$ cat src/rtl/display_arbiter.sv
// Round-robin arbiter for the calculator's 8-bit display path; each grant is held
// for HOLD_MS display ticks of DIV clocks before the next requester is served.
module display_arbiter #(
    parameter int unsigned DIV     = 50000,
    parameter int unsigned HOLD_MS = 500
) (
    input  logic       clock,
    input  logic       Reset,
    input  logic [2:0] req,
    input  logic [7:0] data0,
    input  logic [7:0] data1,
    input  logic [7:0] data2,
    output logic [2:0] ack,
    output logic [7:0] disp_value,
    output logic [1:0] disp_src,
    output logic       busy
);

    localparam int unsigned TW = (DIV > 1) ? $clog2(DIV) : 1;
    localparam int unsigned HW = (HOLD_MS > 1) ? $clog2(HOLD_MS) : 1;

    typedef enum logic [0:0] {StIdle, StHold} state_t;

    state_t        r_state;
    logic [1:0]    r_last;
    logic [TW-1:0] r_tick;
    logic [HW-1:0] r_hold;
    logic [2:0]    r_ack;
    logic [7:0]    r_value;
    logic [1:0]    r_src;
    logic          r_busy;

    logic          w_any;
    logic          w_tick_wrap;
    logic          w_expire;
    logic          w_grant;
    logic [1:0]    w_idx;
    logic [7:0]    w_data;

    // First requester set among a, b, c (in that order); only meaningful when |r.
    function automatic logic [1:0] pick(input logic [2:0] r, input logic [1:0] a,
                                        input logic [1:0] b, input logic [1:0] c);
        if (r[a]) begin
            return a;
        end else if (r[b]) begin
            return b;
        end
        return c;
    endfunction

    always_comb begin
        w_any       = |req;
        w_tick_wrap = (r_tick == TW'(DIV - 1));
        w_expire    = (r_state == StHold) && w_tick_wrap && (r_hold == '0);
        w_grant     = w_any && ((r_state == StIdle) || w_expire);
        case (r_last)
            2'd0:    w_idx = pick(req, 2'd1, 2'd2, 2'd0);
            2'd1:    w_idx = pick(req, 2'd2, 2'd0, 2'd1);
            default: w_idx = pick(req, 2'd0, 2'd1, 2'd2);
        endcase
        case (w_idx)
            2'd0:    w_data = data0;
            2'd1:    w_data = data1;
            default: w_data = data2;
        endcase
    end

    always_ff @(posedge clock) begin
        if (Reset) begin
            r_state <= StIdle;
            r_last  <= 2'd2;
            r_tick  <= '0;
            r_hold  <= '0;
            r_ack   <= 3'b000;
            r_value <= 8'h00;
            r_src   <= 2'd0;
            r_busy  <= 1'b0;
        end else begin
            r_ack <= 3'b000;
            if (w_grant) begin
                r_state <= StHold;
                r_last  <= w_idx;
                r_tick  <= '0;
                r_hold  <= HW'(HOLD_MS - 1);
                r_ack   <= 3'b001 << w_idx;
                r_value <= w_data;
                r_src   <= w_idx + 2'd1;
                r_busy  <= 1'b1;
            end else if (w_expire) begin
                r_state <= StIdle;
                r_tick  <= '0;
                r_busy  <= 1'b0;
            end else if (r_state == StHold) begin
                if (w_tick_wrap) begin
                    r_tick <= '0;
                    r_hold <= r_hold - 1'b1;
                end else begin
                    r_tick <= r_tick + 1'b1;
                end
            end
        end
    end

    assign ack        = r_ack;
    assign disp_value = r_value;
    assign disp_src   = r_src;
    assign busy       = r_busy;

endmodule

$ cat config.mk
export PLATFORM = sky130hd
export DESIGN_NAME = display_arbiter
export DESIGN_NICKNAME = d
export VERILOG_FILES = /design/src/rtl/display_arbiter.sv
export SDC_FILE = /design/constraint.sdc
export NUM_CORES = 1
export LEC_CHECK = 0
export BUFFER_PORTS_ARGS = -buffer_cell sky130_fd_sc_hd__buf_2
export CELL_PAD_IN_SITES_DETAIL_PLACEMENT = 1
export CELL_PAD_IN_SITES_GLOBAL_PLACEMENT = 1
export CORE_ASPECT_RATIO = 1.1
export CORE_MARGIN = 3
export CORE_UTILIZATION = 39
export DETAILED_ROUTE_END_ITERATION = 12
export PLACE_DENSITY = 0.74
export SYNTH_ARGS = -nofsm -noshare
export SYNTH_HDL_FRONTEND = slang
export SYNTH_SLANG_ARGS = --single-unit
$ cat constraint.sdc
create_clock -name clock -period 4 [get_ports clock]
set_clock_uncertainty 0.05 [all_clocks]
set_input_delay 0.8 -clock clock [delete_from_list [all_inputs] [get_ports clock]]
set_output_delay 0.8 -clock clock [all_outputs]
set_load 0.02 [all_outputs]
==> metrics.txt, run 1 <==
outcome finished, final reports clean; Port Buffers 42; HPWL Detailed approximately 4000 um; CTS clock-pin slew for the worst setup and hold paths 90 ps; maxcap violations 0; Sw Ratio 27.4%; Antenna Cells 0; Yosys warning total 0; crit share post-route between 60% and 70%; vias per cell about 5.5; All-Layer GR Usage between 10% and 20%; Initial DRT Pass Iterations 4; largest net degree at the start of global routing 37; Arr. time, crit path 2780 ps; final net count ~320; gr ovfl total 0; switching power between 0.2 and 0.3 mW; # rows 27; postcts setup bufs 0; Crit path max-delay family compound AO/OA/AOI/OAI gates; RD Place Congestion around 0.75; Netlist Area Pre-Place 2130 um2; TritonCTS Buffers 5; Die X about 76 um; synthesis-to-finish area growth 16.7%; H-tree levels 2; Iteration-0 DRC Markers 52; minimum clock period ~2600 ps; clock power share about 36%; Internal 0.700 mW; setup TNS 0 ps; Bufs and invs on worst path 2; Main synth FF type dfxtp_1; Post-Synth XOR/XNOR Area 4.12%; Cell variety after synth between 40 and 50; Synth Area in Compound Gates between 10% and 20%; Worst Setup End Kind register; post-route ant nets 0; Mapped Cells about 250; DRC viols 0; Yosys top cell by area dfxtp_1; initial antenna violation count 0; Final Non-Filler Cells roughly 360; sequential share of power between 40% and 50%; post-synthesis mux area share 5.18%; Critical Path Max Stage Delay 460 ps; top-area cell type share of the netlist area 38.6%; Max IR drop VDD roughly 140 uV; die height ~83 um; simple-gate share of the synthesized area 24.8%; clk_lat worst skew around 300 ps; #FFs+latches synth 41; core area around 5100 um2; CP Max Fanout 9; Initial Util 41.4%; largest family of logic cells by synthesized area simple AND/OR/NAND/NOR gates; most frequent cells after synthesis dfxtp_1 (41), nor2_1 (25), nand2_1 (23); Final setup viols 0; Tot Pwr about 0.96 mW; via count a little under 2000; DP Cell Count roughly 350; hold_buf cts 0; Synth Area in Adders under 10%; max_slew headroom around a third; Leak ~1.0 nW; most common cell in the synthesized netlist dfxtp_1; Slew Limit Fails 0; EDFF count, synth 0; Tightest Pin Transition a little under 1000 ps; total wire length between 5000 and 6000 um; mean area per synthesized cell around 8.5 um2; Mapped Nets approximately 290; CTS tree yes; pwr dens between 300 and 400 nW/um2; sequential area share after synthesis between 30% and 40%; largest cells by area after synthesis dfxtp_1 (39%), mux2i_1 (5.2%), nor2_1 (4.4%); Layout fillers approximately 630; layout cells sized above 1 between 10% and 20%; CTS sink count 41; crit start category input pin; first-pass GRT wire length roughly 9600 um; root buffer cell clkbuf_8; Hold WC Path Type reg2reg; DIE AREA approximately 6400 um2; crit-path cells buf_2 > nand2b_1 > a21boi_0 > o21a_1 > inv_1 > ha_1 > nor2_1 > nand2_1 > a21o_1 > mux2i_1; kind of critical path in2reg; num ports 43; RSZ-0062 raised after global routing no; CTS max path bufs 2; # resized after CTS 0; Gate power share approximately 17%; number of global-route vias before repair 2094; final hold slack ~410 ps; fmax between 300 and 400 MHz; WP data required 4180 ps; Hold Vio Cnt, Final 0; wire per inst around 15 um; FFs w/ async S/R, synth 0%; fin util approximately half; CP max stage cell nor2_1
[per-layer routing]
layer  vias up  track usage (%)  routed length (um)
met5         -                0                   0
met4         0             5.44                  67
met3         4             4.64                 302
met2        45             31.7                2580
met1       944             21.5                2490
li1        979                -                   -
[kinds of logic (layout without fill, tap and decap cells)]
| group | count (synthesis) | in the layout |
|---|---|---|
| AND/OR/NAND/NOR | 99 | 99 |
| AO/OA/AOI/OAI | 59 | 59 |
| flip-flops | 41 | 41 |
| buffers and inverters | 26 | 60 |
| multiplexers | 11 | 11 |
| XOR/XNOR | 10 | 10 |
| adder cells (fa/ha/maj) | 5 | 5 |
[cells in the final DEF, fill, tap and decap left out, types with 6 or more instances in the layout]
cell type  netlist  routed
mux2i_1         11      11
nand4_1          9       9
a21o_1           9       9
o21ai_0          8       8
nor2_1          25      25
inv_1           10      10
nand2_1         23      23
clkbuf_8         0       6
dfxtp_1         41      41
nand3_1          8       8
o211ai_1         7       7
buf_2            1      42
xor2_1           8       8
a21oi_1          7       7
a211oi_1         7       7
a22oi_1          8       8
[final cells by class]
| class | instances | area, um2 | area share [%] |
|---|---|---|---|
| multi-input cells | 184 | 1210 | 48.6 |
| clock inverters | 1 | 30.0 | 1.21 |
| well taps | 72 | 90.1 | 3.63 |
| clock buffers | 7 | 86.3 | 3.48 |
| flip-flops and latches | 41 | 821 | 33.1 |
| repair buffers | 42 | 210 | 8.47 |
| inverters | 10 | 37.5 | 1.51 |
[flip-flops by register name, indices dropped and copies added (netlist names)]
| signal | cells |
|---|---|
| disp_value | 8 |
| busy | 1 |
| r_hold | 9 |
| r_tick | 16 |
| ack | 3 |
| disp_src | 2 |
| r_last | 2 |
[power by group through the flow]
stage / sequential, mW / clock [mW] / combinational [mW]
after CTS: 0.449 / 0.359 / 0.167
after global routing: 0.453 / 0.372 / 0.185
after detailed placement: 0.459 / 0 / 0.165
after floorplan: 0.471 / 0 / 0.0988
after global placement: 0.458 / 0 / 0.163
final: 0.450 / 0.351 / 0.164
[stage by stage]
step | worst slack [ps] | area, um2
final | 1390 | 2480
after global routing | 1190 | 2480
after CTS | 1390 | 2480
after detailed placement | 1060 | 2370
after global placement | 1110 | 2370
after floorplan | 1550 | 2130
[worst reg2reg max path, delay by kind of cell (launching register included)]
family                     cells  cell delay (ps)
buffers and inverters          1               60
muxes                          1              120
and+or+nand+nor                3              720
DFF                            1              360
adders and majority gates      1              310
AOI/OAI and AO/OA              3              700
[final timing paths]
kind	start	endpoint	slack, ps	cells past startpoint
worst min-delay path	disp_value[5]$_SDFFE_PP0P_	disp_value[5]$_SDFFE_PP0P_	410	2
worst max-delay path	req[1]	disp_value[0]$_SDFFE_PP0P_	1390	10
worst min register to register	disp_value[5]$_SDFFE_PP0P_	disp_value[5]$_SDFFE_PP0P_	410	2
worst max register to register	r_last[0]$_SDFFE_PP0P_	disp_value[0]$_SDFFE_PP0P_	1620	9
No activity file was read; power rests on OpenSTA's default activity.
==> run 2, diff against run 1 <==
--- a/config.mk
+++ b/config.mk
@@ -10,9 +10,9 @@
 export CELL_PAD_IN_SITES_GLOBAL_PLACEMENT = 1
 export CORE_ASPECT_RATIO = 1.1
 export CORE_MARGIN = 3
-export CORE_UTILIZATION = 39
+export CORE_UTILIZATION = 36
 export DETAILED_ROUTE_END_ITERATION = 12
-export PLACE_DENSITY = 0.74
+export PLACE_DENSITY = 0.72
 export SYNTH_ARGS = -nofsm -noshare
 export SYNTH_HDL_FRONTEND = slang
 export SYNTH_SLANG_ARGS = --single-unit
==> constraint.sdc (replaced) <==
create_clock -name clock -period 2.2 [get_ports clock]
set_clock_uncertainty 0.05 [all_clocks]
set_input_delay 0.44 -clock clock [delete_from_list [all_inputs] [get_ports clock]]
set_output_delay 0.44 -clock clock [all_outputs]
set_load 0.02 [all_outputs]
==> metrics.txt, run 2 (synthesis results as in run 1) <==
WP data required 2370 ps (-1810 ps); DRC viols 0 (unchanged); kind of critical path reg2reg; start point of the critical path r_hold[3]$_SDFFE_PP0P_; PnR worst setup slack 140 ps (-1250 ps); GR peak layer met2; Max IR drop VDD 298 uV (+110%); pwr dens 638 nW/um2 (+64%); CTS clock-pin slew for the worst setup and hold paths 80 ps (about the same); Gate power share 19.9% (+2.8 points); All-Layer GR Usage 19.5% (+1.4 points); Antenna Cells 0 (unchanged); clk_lat worst skew 290 ps (about the same); Worst Setup End Kind register; synthesis-to-finish area growth 22.1%; Sw Ratio 29.2% (+1.8 points); crit share post-route a little over nine tenths; Leak 1.08 nW (+6.7%); via count 2078 (+5.4%); crit start category register; gr ovfl total 0 (unchanged); root buffer cell clkbuf_8; # rows 28 (+3.7%); Reg2Reg Setup Slack 140 ps (-1480 ps); GR Layer Usage met2 32.1% (+0.35 points); max reg flops 16 (unchanged); CP Max Fanout 5 (-4); RD Place Congestion 0.790 (+5.9%); minimum clock period 2060 ps; worst r2r dst r_hold[8]$_SDFFE_PP0P_; Setup Slack @ Placement 40.9 ps (-1020 ps); met1 usage 24.9% (+3.4 points); clock power share 30.9% (-5.4 points); hold_buf cts 0 (unchanged); Largest Register r_tick; Iteration-0 DRC Markers 71 (+37%); worst hold start disp_value[6]$_SDFFE_PP0P_; Die X 79.3 um (+3.8%); Port Buffers 42 (unchanged); total wire length 5980 um (+9.9%); CTS tree yes; max_slew headroom 65.9% (+32 points); cell count of the worst hold path 2 (unchanged); first-pass GRT wire length 10700 um (+11%); Tot Pwr 1.66 mW (+72%); Hold Path Sink disp_value[6]$_SDFFE_PP0P_; CTS sink count 41 (unchanged); setup TNS 0 ps (unchanged); CTS max path bufs 2 (unchanged); num ports 43 (unchanged); Tightest Pin Transition 511 ps (-473 ps); fmax roughly 490 MHz; Internal 1.17 mW (+67%); maxcap violations 0 (unchanged); Arr. time, crit path 2230 ps (-550 ps); switching power 0.484 mW (+83%); final net count 335 (+5.3%); die height 86.6 um (+3.8%); FF-to-FF Start r_hold[3]$_SDFFE_PP0P_; sequential share of power 49.2% (+2.6 points); largest net degree at the start of global routing 23 (-38%); outcome finished, final reports clean; core area 5540 um2 (+7.8%); wire per inst 15.9 um (+4.4%); Final setup viols 0 (unchanged); H-tree levels 2 (unchanged); commonest non-fill, non-tap cells in the layout buf_2 (42), dfxtp_1 (41), nor2_1 (25); TritonCTS Buffers 5 (unchanged); Hold WC Path Type reg2reg; Initial Util 38.4% (-3.0 points); DIE AREA 6870 um2 (+7.7%); Initial DRT Pass Iterations 4 (unchanged); HPWL Detailed 4450 um (+12%); post-route ant nets 0 (unchanged); Hold Vio Cnt, Final 0 (unchanged); initial antenna violation count 0 (unchanged); Layout fillers 707 (+12%); Slew Limit Fails 0 (unchanged); fin util 46.9% (-1.4 points); layout cells sized above 1 23.6% (+5.3 points); met3 Usage GRT 5.93% (+1.3 points); vias per cell 5.53 (about the same); R2R depth 4 (-5); number of global-route vias before repair 2221 (+6.1%); most common cell after layout, fill and taps aside buf_2
run 2: repair_timing:
item                                    in CTS  in global routing
resized for setup                            0                  4
endpoints found under the setup margin       0                 13
buffers inserted                             0                  1
endpoints found under the hold margin        0                  0
run 2: through the flow:
step / hold WS, ps / instances / instance area, um2
CTS: 418 / 375 / 2580
global placement: 393 / 368 / 2490
floorplan: 404 / 251 / 2130
global route: 433 / 376 / 2600
detailed placement: 403 / 368 / 2490
finish: 412 / 376 / 2600
run 2: metal layers:
layer / vias up / wire length [um]
met3: 7 / 399
met2: 50 / 2720
met1: 1000 / 2780
met4: 0 / 73
met5: - / 0
li1: 1021 / -
run 2: worst max-delay path, cell delays in order, from the launching register on:
cell and delay, ps:
dfxtp_1 350, or4_1 540, or4_1 490, or4_1 400
a31oi_1 160
run 2: worst max-delay path by stage:
stage                                       endpoint  slack, ps  cells after the start
after global placement      disp_src[0]$_SDFFE_PP0P_         70                      6
after detailed placement  disp_value[5]$_SDFFE_PP0P_         40                     11
after floorplan               r_hold[8]$_SDFFE_PP0P_        100                      5
after global routing          r_hold[6]$_SDFFE_PP0P_      -0.01                      7
after CTS                     r_hold[2]$_SDFFE_PP0P_         10                      5
final                         r_hold[8]$_SDFFE_PP0P_        140                      4
run 2: cell type report:
type / count / area (um2) / share of cell area [%]
Multi-Input combinational cell: 184 / 1220 / 46.9
Sequential cell: 41 / 821 / 31.6
Tap cell: 75 / 93.8 / 3.61
Clock inverter: 1 / 7.51 / 0.289
Timing Repair Buffer: 59 / 338 / 13.0
Inverter: 10 / 37.5 / 1.45
Clock buffer: 6 / 82.6 / 3.18
run 2: power groups by stage:
stage	Combinational [mW]	Sequential (mW)	Clock, mW
4_1_cts	0.331	0.815	0.525
3_3_place_gp	0.325	0.830	0
6_report	0.331	0.815	0.512
5_1_grt	0.375	0.821	0.560
2_1_floorplan	0.180	0.856	0
3_5_place_dp	0.329	0.832	0
